`config.mk`:
```
export PLATFORM = sky130hd
export DESIGN_NAME = key_matrix_scanner_flat
export DESIGN_NICKNAME = d
export VERILOG_FILES = /design/src/rtl/key_matrix_scanner_if.sv /design/src/rtl/key_matrix_scanner.sv /design/src/flat_wrapper.sv
export SDC_FILE = /design/constraint.sdc
export NUM_CORES = 1
export LEC_CHECK = 0
export ABC_AREA = 1
export CORE_AREA = 8 8 125 127
export DETAILED_ROUTE_END_ITERATION = 10
export DIE_AREA = 0 0 133 135
export MAX_ROUTING_LAYER = met4
export PLACE_DENSITY = 0.57
export SYNTH_ARGS = -nofsm -noshare
export SYNTH_HDL_FRONTEND = slang
export SYNTH_SLANG_ARGS = --single-unit
```
`constraint.sdc`:
```
create_clock -name clk -period 10.6 [get_ports clk]
set_clock_uncertainty 0.1 [all_clocks]
set_input_delay 2.12 -clock clk [delete_from_list [all_inputs] [get_ports clk]]
set_output_delay 2.12 -clock clk [all_outputs]
set_load 0.01 [all_outputs]
```
`src/rtl/key_matrix_scanner_if.sv`:
```
// Key event handshake: show-ahead head of the event FIFO, popped on valid && ready.
interface key_matrix_scanner_if #(
  parameter int unsigned KW = 4
);
  logic          keyValid;
  logic          keyReady;
  logic [KW-1:0] keyCode;
  logic          keyPress;

  // Scanner side: presents the head event.
  modport master (
    output keyValid,
    output keyCode,
    output keyPress,
    input  keyReady
  );

  // Consumer side: accepts the head event.
  modport slave (
    input  keyValid,
    input  keyCode,
    input  keyPress,
    output keyReady
  );
endinterface

```
`src/rtl/key_matrix_scanner.sv`:
```
// Key matrix scanner: strobes one column at a time, samples the rows after a
// settle delay, debounces every key across frames and queues press/release
// events in a 4-deep show-ahead FIFO.
module key_matrix_scanner #(
  parameter int unsigned NCOLS    = 4,
  parameter int unsigned NROWS    = 4,
  parameter int unsigned SETTLE   = 3,
  parameter int unsigned DEBOUNCE = 4
) (
  input  logic               clk,
  input  logic               reset,
  input  logic               enable,
  input  logic [NROWS-1:0]   rowIn,
  output logic [NCOLS-1:0]   colOut,
  output logic               overflow,
  key_matrix_scanner_if.master key
);

  localparam int unsigned CW     = (NCOLS > 1) ? $clog2(NCOLS) : 1;
  localparam int unsigned RW     = (NROWS > 1) ? $clog2(NROWS) : 1;
  localparam int unsigned KW     = CW + RW;
  localparam int unsigned NKEYS  = 1 << KW;
  localparam int unsigned SPW    = 1 << RW;
  localparam int unsigned SW     = (SETTLE > 1) ? $clog2(SETTLE) : 1;
  localparam int unsigned DW     = $clog2(DEBOUNCE + 1);
  localparam int unsigned FDEPTH = 4;
  localparam int unsigned PW     = 2;
  localparam int unsigned CNTW   = 3;

  typedef enum logic {
    S_DRIVE = 1'b0,
    S_EMIT  = 1'b1
  } state_t;

  typedef struct packed {
    logic [KW-1:0] code;
    logic          press;
  } event_t;

  // Scan and debounce state
  state_t                   state_q;
  logic [CW-1:0]            col_q;
  logic [SW-1:0]            settle_q;
  logic [RW-1:0]            row_q;
  logic [SPW-1:0]           sample_q;
  logic [NKEYS-1:0]         stable_q;
  logic [NKEYS-1:0][DW-1:0] db_q;
  logic [NCOLS-1:0]         colOut_q;

  // Event FIFO state
  event_t [FDEPTH-1:0]      mem_q;
  logic [PW-1:0]            rd_q, rd_d;
  logic [PW-1:0]            wr_q, wr_d;
  logic [CNTW-1:0]          count_q, count_d;
  logic                     valid_q, valid_d;
  event_t                   head_q, head_d;
  logic                     ovf_q;

  // Per-row debounce decision for the key under the EMIT pointer
  logic [KW-1:0]            key_c;
  logic                     diff_c;
  logic                     flip_c;
  logic                     push_c;
  event_t                   push_ev_c;
  logic [CW-1:0]            col_next_c;

  // FIFO control
  logic                     pop_c;
  logic                     full_c;
  logic                     acc_c;
  logic                     drop_c;

  // Evaluate the current key against its sampled level and pick the next column.
  always_comb begin
    key_c      = {col_q, row_q};
    diff_c     = sample_q[row_q] ^ stable_q[key_c];
    flip_c     = diff_c && (db_q[key_c] == DW'(DEBOUNCE - 1));
    push_c     = (state_q == S_EMIT) && flip_c;
    push_ev_c  = '{code: key_c, press: ~stable_q[key_c]};
    col_next_c = (col_q == CW'(NCOLS - 1)) ? '0 : col_q + CW'(1);
  end

  // Scan FSM: settle-count a driven column, then walk its rows one per clock.
  always_ff @(posedge clk or negedge reset) begin
    if (!reset) begin
      state_q  <= S_DRIVE;
      col_q    <= '0;
      settle_q <= '0;
      row_q    <= '0;
      sample_q <= '0;
      stable_q <= '0;
      db_q     <= '0;
      colOut_q <= NCOLS'(1);
    end else begin
      case (state_q)
        S_DRIVE: begin
          if (enable) begin
            if (settle_q == SW'(SETTLE - 1)) begin
              sample_q <= SPW'(rowIn);
              settle_q <= '0;
              row_q    <= '0;
              state_q  <= S_EMIT;
            end else begin
              settle_q <= settle_q + SW'(1);
            end
          end
        end
        S_EMIT: begin
          if (!diff_c) begin
            db_q[key_c] <= '0;
          end else if (flip_c) begin
            stable_q[key_c] <= ~stable_q[key_c];
            db_q[key_c]     <= '0;
          end else begin
            db_q[key_c] <= db_q[key_c] + DW'(1);
          end
          if (row_q == RW'(NROWS - 1)) begin
            col_q    <= col_next_c;
            colOut_q <= NCOLS'(1) << col_next_c;
            state_q  <= S_DRIVE;
          end else begin
            row_q <= row_q + RW'(1);
          end
        end
        default: state_q <= S_DRIVE;
      endcase
    end
  end

  // FIFO next state; the head register bypasses a push that lands on the new read slot.
  always_comb begin
    pop_c   = valid_q && key.keyReady;
    full_c  = (count_q == CNTW'(FDEPTH));
    acc_c   = push_c && (!full_c || pop_c);
    drop_c  = push_c && full_c && !pop_c;
    rd_d    = pop_c ? rd_q + PW'(1) : rd_q;
    wr_d    = acc_c ? wr_q + PW'(1) : wr_q;
    count_d = count_q;
    case ({acc_c, pop_c})
      2'b10:   count_d = count_q + CNTW'(1);
      2'b01:   count_d = count_q - CNTW'(1);
      default: count_d = count_q;
    endcase
    valid_d = (count_d != '0);
    head_d  = (acc_c && (rd_d == wr_q)) ? push_ev_c : mem_q[rd_d];
  end

  // FIFO storage, pointers, registered head outputs and sticky overflow.
  always_ff @(posedge clk or negedge reset) begin
    if (!reset) begin
      mem_q   <= '0;
      rd_q    <= '0;
      wr_q    <= '0;
      count_q <= '0;
      valid_q <= 1'b0;
      head_q  <= '0;
      ovf_q   <= 1'b0;
    end else begin
      if (acc_c) begin
        mem_q[wr_q] <= push_ev_c;
      end
      rd_q    <= rd_d;
      wr_q    <= wr_d;
      count_q <= count_d;
      valid_q <= valid_d;
      head_q  <= head_d;
      if (drop_c) begin
        ovf_q <= 1'b1;
      end
    end
  end

  assign colOut       = colOut_q;
  assign overflow     = ovf_q;
  assign key.keyValid = valid_q;
  assign key.keyCode  = head_q.code;
  assign key.keyPress = head_q.press;

endmodule

```
`src/flat_wrapper.sv`:
```
// flat-port wrapper written by rule: the top's interface ports become plain ports
module key_matrix_scanner_flat 
#(
  parameter int unsigned NCOLS    = 4,
  parameter int unsigned NROWS    = 4,
  parameter int unsigned SETTLE   = 3,
  parameter int unsigned DEBOUNCE = 4
)
  (clk, reset, enable, rowIn, colOut, overflow, key_keyValid, key_keyCode, key_keyPress, key_keyReady);
  key_matrix_scanner_if #(.KW(4)) key_i ();
  input  logic clk;
  input  logic reset;
  input  logic enable;
  input  logic [NROWS-1:0] rowIn;
  output logic [NCOLS-1:0] colOut;
  output logic overflow;
  output wire logic [$bits(key_i.keyValid)-1:0] key_keyValid;
  output wire logic [$bits(key_i.keyCode)-1:0] key_keyCode;
  output wire logic [$bits(key_i.keyPress)-1:0] key_keyPress;
  input wire logic [$bits(key_i.keyReady)-1:0] key_keyReady;
  assign key_keyValid = key_i.keyValid;
  assign key_keyCode = key_i.keyCode;
  assign key_keyPress = key_i.keyPress;
  assign key_i.keyReady = key_keyReady;
  key_matrix_scanner #(.NCOLS(NCOLS), .NROWS(NROWS), .SETTLE(SETTLE), .DEBOUNCE(DEBOUNCE)) u_core (.clk(clk), .reset(reset), .enable(enable), .rowIn(rowIn), .colOut(colOut), .overflow(overflow), .key(key_i));
endmodule
```
==> summary.md, run 1 <==
| Metric | Value |
|---|---|
| Status | complete, no violations |
| Die Y | between 100 and 150 um |
| Worst path required time | 10790 ps |
| # setup viols final | 0 |
| Layout Nets | between 700 and 800 |
| Static Leakage | around 0.0034 uW |
| Crit path largest cell delay | 680 ps |
| First drt pass iteration count | 5 |
| Period utilization | ~47% |
| Final worst slack | roughly 5700 ps |
| Worst Setup Path Type | input pin to flip-flop |
| Max cap viols | 0 |
| Worst-Margin Slew | between 1000 and 1500 ps |
| Pwr/cell area | approximately 360 mW/mm^2 |
| Fin. max-slew vios | 0 |
| Worst Setup SP | key_keyReady |
| Hold Startpoint | u_core.overflow |
| Cell Chain, Critical Path | clkdlybuf4s50_1 > nand2_1 > inv_1 > nor4_1 > inv_1 > nand2_1 > ha_1 > fa_1 > a21oi_1 > o21ai_0 > xor2_1 > or3_1 |
| TNS Setup | 0 ps |
| EDFF count, synth | 0 |
| Gr ovfl total | 0 |
| Cells after Synth | approximately 760 |
| CTS max path bufs | 2 |
| FF-to-FF Start | u_core.col_q[0] |
| Vias/cell | roughly 5.4 |
| Final Wtd Congestion | 0.870 |
| CTS tree | yes |
| Fmax | 0.203 GHz |
| Syn Nets | around 790 |
| Worst slew margin | 31.0% |
| IO buf count | 18 |
| CP max-delay cell | inv_1 |
| Worst setup SP type | input pin |
| Die ar. | between 0.015 and 0.02 mm^2 |
| DP HPWL | about 11 mm |
| CTS buffer count | 17 |
| Async SR Flop Fraction | between 90% and 100% |
| Distinct cells, synth | 38 |
| Synth Flop Type | dfrtp_1 |
| Drt total wl | approximately 16 mm |
| Post-synthesis sequential area ratio | between 40 and 50% |
| Setup WS pre-CTS | roughly 5300 ps |
| Synth warnings | 0 |
| # IOs | 19 |
| WL per Instance | ~17 um |
| H-tree levels | 4 |
| Post-CTS sizing | 0 |
| Rows | 43 |
| Number of global-route vias before repair | approximately 5200 |
| Top delay family on crit path | buffers and inverters |
| Setup repair after global routing missed its margin | no |
| Worst-Skew Late Latency | about 410 ps |
| Post-Syn Area | between 0.006 and 0.007 mm^2 |
| Iter 0 DRT Violations | approximately 500 |
| Syn avg cell area | roughly 8 um^2 |
| Clk sinks | 113 |
| Peak VDD IR | ~0.21 mV |
| Initial antenna violation count | 0 |
| Total number of vias | ~5000 |
| Hold Path Class | flip-flop to flip-flop |
| Layout cells sized above 1 | 6.92% |
| Ant. Diodes | 0 |
| Detail Route Antenna Nets | 0 |
| First-pass GRT wire length | around 27 mm |
| Placed instance area | about 0.0063 mm^2 |
| Pin count of the biggest net entering global routing | 79 |
| Post-synthesis register bit count | around 110 |
| DRC violations left | 0 |
| Fillers | around 1300 |
| CP Capture Type | flip-flop |
| Post-CTS Hold Buffers | 0 |
| Worst-path clk slew | 50 ps |
| Initial Utilization | between 40 and 50% |
| GR Util All Layers | 19.7% |
| CP max FO | 31 |
| Core box area | about 0.014 mm^2 |
| Post-CTS setup buffer count | 0 |
| Die width | roughly 130 um |
| Final Hold Fails | 0 |
| Pwr Total | between 2000 and 2500 uW |
| Critical Path AT | between 5000 and 6000 ps |
| Synthesis-to-finish area growth | 13.6% |
| Minimum clock period | around 4900 ps |
| Final Core Density | 50.5% |
| Final Instance Area | 0.00687 mm^2 |
| CTS root buffer | clkbuf_16 |
| CP bufs+invs | 3 |
[report_power, final]
part           internal (uW)  switching [uW]
Clock                    365             191
Combinational            357             859
Sequential               596             123
[final timing paths]
path,cells past startpoint,slack [ps],to
worst max-delay path,12,5660,u_core.key.keyValid
worst min-delay path,1,360,u_core.overflow
worst max register to register,15,5800,u_core.key.keyValid
worst min register to register,1,360,u_core.overflow
max in group asynchronous,2,7440,u_core.db_q[26]
min in group asynchronous,1,1560,u_core.count_q[0]
[area by class of cell]
type	instances	area (um^2)	area share (%)
timing repair buffer	21	200	2.91
inverter	72	270	3.94
multi-input combinational	542	2760	40.2
sequential	113	2830	41.2
clock buffer	28	537	7.82
tap	180	225	3.28
clock inverter	4	45.0	0.656
[cells in the mapped netlist, types with 2 or more instances]
cell / count / area [um^2]
a21oi_1: 21 / 105
buf_2: 8 / 40.0
buf_4: 4 / 30.0
buf_6: 4 / 45.0
clkbuf_1: 18 / 67.6
dfrtp_1: 112 / 2800
ha_1: 18 / 225
inv_1: 67 / 251
inv_2: 4 / 15.0
mux2_2: 5 / 56.3
mux2i_1: 6 / 60.1
nand2_1: 245 / 920
nand2_4: 2 / 22.5
nand3_1: 38 / 190
nand3_2: 3 / 30.0
nand3_4: 3 / 52.6
nand4_1: 29 / 181
nor2_1: 42 / 158
o211ai_1: 4 / 30.0
o21a_1: 2 / 15.0
o21ai_0: 74 / 370
o21ai_1: 26 / 130
o221ai_1: 3 / 26.3
o22ai_1: 3 / 18.8
o32ai_1: 5 / 43.8
xnor2_1: 2 / 17.5
xor2_1: 2 / 17.5
[flip-flops by register name, indices dropped and copies added, names as in the netlist, 3 cells and up]
signal / count
u_core.mem_q: 20
u_core.db_q: 48
u_core.colOut: 4
u_core.count_q: 3
u_core.key.keyCode: 4
u_core.stable_q: 16
u_core.sample_q: 4
[metrics by stage]
step | instances | hold slack, ps
2_1_floorplan | 761 | 337
3_3_place_gp | 928 | 352
3_5_place_dp | 928 | 354
4_1_cts | 960 | 367
5_1_grt | 960 | 386
6_report | 960 | 362
[layout by cell type, fill, tap and decap left out, types with 4 or more instances in the layout]
cell,instances
mux2_2,5
nand4_1,29
inv_2,4
clkbuf_16,17
mux2i_1,6
nand3_1,38
nand2_1,245
clkbuf_8,7
clkdlybuf4s50_1,17
dfrtp_1,112
inv_1,67
clkbuf_1,4
o21ai_1,26
o211ai_1,4
buf_4,4
a21oi_1,21
ha_1,18
nor2_1,42
o21ai_0,74
o32ai_1,5
[cell families (layout without fill, tap and decap cells)]
group,Yosys count,count (layout),share of synthesized area [%]
multiplexers,11,11,1.93
adder cells (fa/ha/maj),19,19,4.06
AO/OA/AOI/OAI,139,139,12.4
flip-flops,113,113,46.8
XOR/XNOR,4,4,0.580
AND/OR/NAND/NOR,369,369,26.8
buffers and inverters,106,125,7.49
[routing by layer]
metal	vias up	global-route usage (%)	routed length [um]
met1	2434	23.7	7100
met2	157	31.0	7880
met4	0	9.72	471
met5	-	-	0
li1	2511	-	-
met3	42	4.16	713
Power figures use the tool's default switching activity.
==> inputs of run 2 (changes only) <==
--- a/config.mk
+++ b/config.mk
@@ -10,7 +10,7 @@
 export DETAILED_ROUTE_END_ITERATION = 10
 export DIE_AREA = 0 0 133 135
 export MAX_ROUTING_LAYER = met4
-export PLACE_DENSITY = 0.57
+export PLACE_DENSITY = 0.59
 export SYNTH_ARGS = -nofsm -noshare
 export SYNTH_HDL_FRONTEND = slang
 export SYNTH_SLANG_ARGS = --single-unit
==> constraint.sdc (replaced) <==
create_clock -name clk -period 4.5 [get_ports clk]
set_clock_uncertainty 0.1 [all_clocks]
set_input_delay 0.9 -clock clk [delete_from_list [all_inputs] [get_ports clk]]
set_output_delay 0.9 -clock clk [all_outputs]
set_load 0.01 [all_outputs]
==> summary.md, run 2 (synthesis results as in run 1) <==
| Metric | Value |
|---|---|
| Setup repair after global routing missed its margin | no |
| Reg power frac | 28.4% (-0.5 points) |
| Worst Setup Path Type | flip-flop to flip-flop |
| Clk sinks | 113 (unchanged) |
| Cell Chain, Critical Path | inv_2 > o21ai_0 > o21ai_0 > o221ai_1 > nand2_1 > ha_1 > ha_1 > nand3_4 > nor2_8 > nand2_1 > ha_1 > fa_1 > a21oi_1 > o21ai_0 > xor2_1 > or3_1 |
| CP max-delay cell | dfrtp_1 |
| DP HPWL | 11.7 mm (+9.0%) |
| Placed insts | 936 (+0.86%) |
| Final Wtd Congestion | 0.909 (+4.4%) |
| Worst-Margin Slew | 692 ps (-342 ps) |
| Most common cell after layout, fill and taps aside | nand2_1 |
| Max cap viols | 0 (unchanged) |
| # setup viols final | 0 (unchanged) |
| Placed instance area | 0.00636 mm^2 (+1.2%) |
| Multi-input gate area | 0.00276 mm^2 (unchanged) |
| First-pass GRT wire length | 27.7 mm (+1.9%) |
| TNS Setup | 0 ps (unchanged) |
| Hold Path Class | flip-flop to flip-flop |
| Drt total wl | 16.6 mm (+2.9%) |
| Comb pwr share | 49.9% (+1.1 points) |
| Static Leakage | 0.00344 uW (+0.81%) |
| Worst slew margin | 53.8% (+23 points) |
| Core box area | 0.0136 mm^2 (unchanged) |
| Initial antenna violation count | 0 (unchanged) |
| Hold Path Depth | 1 (unchanged) |
| Worst-path clk slew | 50 ps (about the same) |
| Die width | 133 um (unchanged) |
| Critical Path AT | 3950 ps (-1170 ps) |
| Post-CTS sizing | 0 (unchanged) |
| Clock power frac | 21.8% (-0.5 points) |
| Hold_ws | 359 ps (-2.23 ps) |
| Synthesis-to-finish area growth | 14.6% |
| Most frequent cells in the layout | nand2_1, dfrtp_1, o21ai_0 |
| H-tree levels | 4 (unchanged) |
| Layout cells sized above 1 | 8.25% (+1.3 points) |
| Period utilization | 83.6% |
| Final Instance Area | 0.00693 mm^2 (+0.87%) |
| Peak VDD IR | 0.389 mV (+84%) |
| Initial Utilization | 44.4% (unchanged) |
| CTS max path bufs | 2 (unchanged) |
| Final Hold Fails | 0 (unchanged) |
| Hold Startpoint | u_core.overflow |
| FF-to-FF Start | u_core.row_q[1] |
| Cell-internal power | 3100 uW (+140%) |
| Layout Nets | 802 (+1.0%) |
| CP max FO | 18 (-42%) |
| WL per Instance | 17.2 um (+2.0%) |
| Number of global-route vias before repair | 5226 (+0.64%) |
| CTS root buffer | clkbuf_16 |
| Fin. max-slew vios | 0 (unchanged) |
| Iter 0 DRT Violations | 483 (-2.0%) |
| Die Y | 135 um (unchanged) |
| Most flops, register | u_core.db_q |
| Layout Cells excl Fill | 968 (+0.83%) |
| Minimum clock period | roughly 3800 ps |
| Crit path largest cell delay | 520 ps (-160 ps) |
| CTS buffer count | 17 (unchanged) |
| Pwr/cell area | 852 mW/mm^2 (+140%) |
| Status | complete, no violations |
| Max FFs per register | 48 (unchanged) |
| IO buf count | 18 (unchanged) |
| Worst-Skew Late Latency | 420 ps (about the same) |
| CP Capture Type | flip-flop |
| Detail Route Antenna Nets | 0 (unchanged) |
| End of the worst hold path | u_core.overflow |
| First drt pass iteration count | 7 (+2) |
| Post-CTS setup buffer count | 0 (unchanged) |
| Worst setup SP type | flip-flop |
| # IOs | 19 (unchanged) |
| Die ar. | 0.0180 mm^2 (unchanged) |
| Reg-to-reg endpoint | u_core.key.keyValid |
| Net switching power figure | 2800 uW (+140%) |
| Fillers | 1309 (+1.2%) |
| Fmax | between 0.2 and 0.3 GHz |
| Storage element area | 0.00283 mm^2 (unchanged) |
| Ant. Diodes | 0 (unchanged) |
| CTS tree | yes |
| Vias/cell | 5.37 (+0.29%) |
| DRC violations left | 0 (unchanged) |
| Biggest regs | u_core.db_q x48, u_core.mem_q x20, u_core.stable_q x16 |
| GR Util All Layers | 20.2% (+0.47 points) |
| Rows | 43 (unchanged) |
| Flop-to-flop setup slack | 740 ps (-5060 ps) |
| Pin count of the biggest net entering global routing | 63 (-20%) |
| Gr ovfl total | 0 (unchanged) |
| Top delay family on crit path | adder cells |
| Switching Share | 47.5% (+0.38 points) |
| Post-CTS Hold Buffers | 0 (unchanged) |
| Worst path required time | 4690 ps (-6100 ps) |
| CP bufs+invs | 1 (-2) |
| Worst reg2reg path depth | 16 (+1) |
| Total number of vias | 5202 (+1.1%) |
[run 2: cell count changes in the layout (fill, tap and decap cells not counted), sizes merged]
cell	delta
clkinvlp	+4
clkinv	+2
clkbuf	-6
buf	+8
[run 2: worst max path at each step]
| stage | cells after the start | slack [ps] | from | end |
|---|---|---|---|---|
| after floorplan | 19 | 770 | u_core.row_q[0] | u_core.key.keyValid |
| after global placement | 16 | 820 | u_core.row_q[1] | u_core.key.keyValid |
| after detailed placement | 16 | 760 | u_core.row_q[1] | u_core.key.keyValid |
| after CTS | 16 | 740 | u_core.row_q[1] | u_core.key.keyValid |
| after global routing | 16 | 350 | u_core.row_q[1] | u_core.key.keyValid |
| final | 16 | 740 | u_core.row_q[1] | u_core.key.keyValid |
[run 2: cell type report]
cell class,instances,share of cell area [%]
multi-input combinational,542,39.9
inverter,72,3.90
clock buffer,22,6.99
sequential,113,40.8
timing repair buffer,29,3.94
tap,180,3.25
clock inverter,10,1.23
[run 2: layer usage]
| metal | global-route usage [%] | routed length [um] | up-vias |
|---|---|---|---|
| met5 | - | 0 | - |
| li1 | - | - | 2533 |
| met1 | 23.4 | 7200 | 2481 |
| met4 | 8.58 | 384 | 0 |
| met3 | 4.79 | 763 | 27 |
| met2 | 33.0 | 8280 | 161 |
[run 2: power by group through the flow]
| stage | sequential, uW | combinational, uW | clock (uW) |
|---|---|---|---|
| floorplan | 1600 | 2090 | 0 |
| global placement | 1680 | 2910 | 0 |
| detailed placement | 1690 | 2920 | 0 |
| CTS | 1670 | 2940 | 1300 |
| global route | 1720 | 3290 | 1360 |
| finish | 1680 | 2940 | 1280 |
[run 2: stage by stage]
stage / utilization, % / power, uW / setup slack [ps]
after floorplan: - / 3690 / 772
after global placement: 46.7 / 4590 / 820
after detailed placement: 46.7 / 4610 / 764
after CTS: 50.9 / 5920 / 744
after global routing: 50.9 / 6360 / 350
final: 50.9 / 5910 / 737
==> inputs of run 3 (changes only) <==
--- a/config.mk
+++ b/config.mk
@@ -10,7 +10,7 @@
 export DETAILED_ROUTE_END_ITERATION = 10
 export DIE_AREA = 0 0 133 135
 export MAX_ROUTING_LAYER = met4
-export PLACE_DENSITY = 0.59
+export PLACE_DENSITY = 0.57
 export SYNTH_ARGS = -nofsm -noshare
 export SYNTH_HDL_FRONTEND = slang
 export SYNTH_SLANG_ARGS = --single-unit
==> constraint.sdc (replaced) <==
create_clock -name clk -period 3.7 [get_ports clk]
set_clock_uncertainty 0.1 [all_clocks]
set_input_delay 0.74 -clock clk [delete_from_list [all_inputs] [get_ports clk]]
set_output_delay 0.74 -clock clk [all_outputs]
set_load 0.01 [all_outputs]
==> summary.md, run 3 (synthesis results as in run 1) <==
| Metric | Value |
|---|---|
| Status | complete, no violations |
| Crit path largest cell delay | 440 ps (-80 ps) |
| Storage element area | 0.00283 mm^2 (about the same) |
| WL per Instance | 17.1 um (-0.32%) |
| Cell Chain, Critical Path | inv_4 > o21ai_0 > o22ai_1 > o221ai_1 > nand2_1 > ha_2 > ha_4 > nand3_4 > nor2_8 > nand2_1 > ha_2 > fa_1 > a21oi_1 > o21ai_0 > xor2_1 > or3_1 |
| CP max-delay cell | dfrtp_2 |
| Ant. Diodes | 0 (unchanged) |
| Detail Route Antenna Nets | 0 (unchanged) |
| Reg-to-reg endpoint | u_core.key.keyValid |
| Pin count of the biggest net entering global routing | 60 (-4.8%) |
| Static Leakage | 0.00348 uW (+1.2%) |
| CP max FO | 26 (+8) |
| Flop-to-flop setup slack | 330 ps (-410 ps) |
| CTS root buffer | clkbuf_16 |
| Worst-path clk slew | 50 ps (about the same) |
| Pwr/cell area | 1060 mW/mm^2 (+24%) |
| H-tree levels | 4 (unchanged) |
| FF-to-FF Start | u_core.row_q[0] |
| Layout Cells excl Fill | 973 (+0.52%) |
| Fin. max-slew vios | 0 (unchanged) |
| Final Wtd Congestion | 0.869 (-4.4%) |
| # IOs | 19 (unchanged) |
| Placed insts | 942 (+0.64%) |
| IO buf count | 18 (unchanged) |
| First-pass GRT wire length | 27.4 mm (-1.1%) |
| Worst path required time | 3890 ps (-800 ps) |
| # setup viols final | 0 (unchanged) |
| Most frequent cells in the layout | nand2_1, dfrtp_1, o21ai_0 |
| Fillers | 1298 (-0.84%) |
| Layout Nets | 808 (+0.75%) |
| Gr ovfl total | 0 (unchanged) |
| Worst slew margin | 48.6% (-5.2 points) |
| Die Y | 135 um (unchanged) |
| Layout cells sized above 1 | 9.46% (+1.2 points) |
| Peak VDD IR | 0.629 mV (+62%) |
| DP HPWL | 11.6 mm (-0.82%) |
| First drt pass iteration count | 5 (-2) |
| Final Core Density | 51.7% (+0.78 points) |
| GR Util All Layers | 20.1% (-0.072 points) |
| Most common cell after layout, fill and taps aside | nand2_1 |
| Post-CTS setup buffer count | 0 (unchanged) |
| Die width | 133 um (unchanged) |
| Biggest regs | u_core.db_q x48, u_core.mem_q x20, u_core.stable_q x16 |
| Hold Path Class | input pin to asynchronous set/reset pin |
| Die ar. | 0.0180 mm^2 (unchanged) |
| Period utilization | 91.1% (+7.5 points) |
| Synthesis-to-finish area growth | 16.4% |
| Initial antenna violation count | 0 (unchanged) |
| Fmax | 0.297 GHz (+12%) |
| Vias/cell | 5.37 (about the same) |
| CTS max path bufs | 2 (unchanged) |
| Drt total wl | 16.7 mm (+0.20%) |
| CTS tree | yes |
| Top delay family on crit path | adder cells |
| CP bufs+invs | 1 (unchanged) |
| Worst setup SP type | flip-flop |
| Worst-Skew Late Latency | 420 ps (about the same) |
| Multi-input gate area | 0.00278 mm^2 (+0.77%) |
| TNS Setup | 0 ps (unchanged) |
| Number of global-route vias before repair | 5087 (-2.7%) |
| Worst reg2reg path depth | 16 (unchanged) |
| Core box area | 0.0136 mm^2 (unchanged) |
| Total number of vias | 5227 (+0.48%) |
| Setup repair after global routing missed its margin | no |
| CTS buffer count | 17 (unchanged) |
| CP Capture Type | flip-flop |
| Clk sinks | 113 (unchanged) |
| Minimum clock period | 3370 ps (-391 ps) |
| Iter 0 DRT Violations | 553 (+14%) |
| Initial Utilization | 44.4% (unchanged) |
| Most flops, register | u_core.db_q |
| Rows | 43 (unchanged) |
| Max FFs per register | 48 (unchanged) |
| DRC violations left | 0 (unchanged) |
| Final Hold Fails | 0 (unchanged) |
| Worst Setup Path Type | flip-flop to flip-flop |
| Worst-Margin Slew | 770 ps (+77.9 ps) |
| Max cap viols | 0 (unchanged) |
| Critical Path AT | 3560 ps (-390 ps) |
[run 3: changes by cell type in the layout (fill, tap and decap cells not counted), sizes merged]
cell / change
buf: +6
bufinv: +2
clkbuf: -2
clkinvlp: -1
[run 3: worst max path at each step]
stage / startpoint / to / slack [ps] / cells after the start
floorplan: u_core.row_q[0] / u_core.key.keyValid / 9 / 18
global placement: u_core.row_q[0] / u_core.key.keyValid / 150 / 16
detailed placement: u_core.row_q[0] / u_core.key.keyValid / 140 / 16
CTS: u_core.row_q[0] / u_core.key.keyValid / 120 / 16
global route: u_core.row_q[0] / u_core.key.keyValid / 10 / 17
finish: u_core.row_q[0] / u_core.key.keyValid / 330 / 16
[run 3: per-layer routing]
layer	GRT usage, %	vias to the layer above	wire length (um)
li1	-	2538	-
met1	25.3	2533	7630
met2	31.7	132	7970
met3	4.46	24	782
met4	6.50	0	277
met5	-	-	0
[run 3: power breakdown]
part           switching, uW  total (uW)  internal [uW]
clock                    576        1660           1080
sequential               307        2020           1710
combinational           2550        3750           1200
[run 3: through the flow]
stage	hold slack, ps	setup WS (ps)	total power (uW)	instance area [um^2]
floorplan	337	9.41	4490	6040
global placement	339	146	5620	6400
detailed placement	356	138	5670	6400
CTS	317	117	7350	7000
global route	347	10.7	7960	7030
finish	285	328	7430	7030
[run 3: layout make-up]
cell class              instances  share of cell area [%]
multi-input cells             542                    39.6
clock inverters                11                    1.96
clock buffers                  20                    6.49
well taps                     180                    3.20
repair buffers                 35                    4.68
inverters                      72                    3.88
flip-flops and latches        113                    40.2
[run 3: what timing repair did]
item | 4_1_cts | 5_1_grt
resized for setup | 0 | 11
setup endpoints to repair | 0 | 1
hold buffers | 0 | 0
[run 3: worst register-to-register path, stage by stage (launching register included)]
cell	delay, ps
dfrtp_2	440
inv_4	230
o21ai_0	120
o22ai_1	160
o221ai_1	130
nand2_1	90
ha_2	190
ha_4	170
nand3_4	110
nor2_8	90
nand2_1	110
ha_2	220
fa_1	370
a21oi_1	120
o21ai_0	110
xor2_1	160
or3_1	310
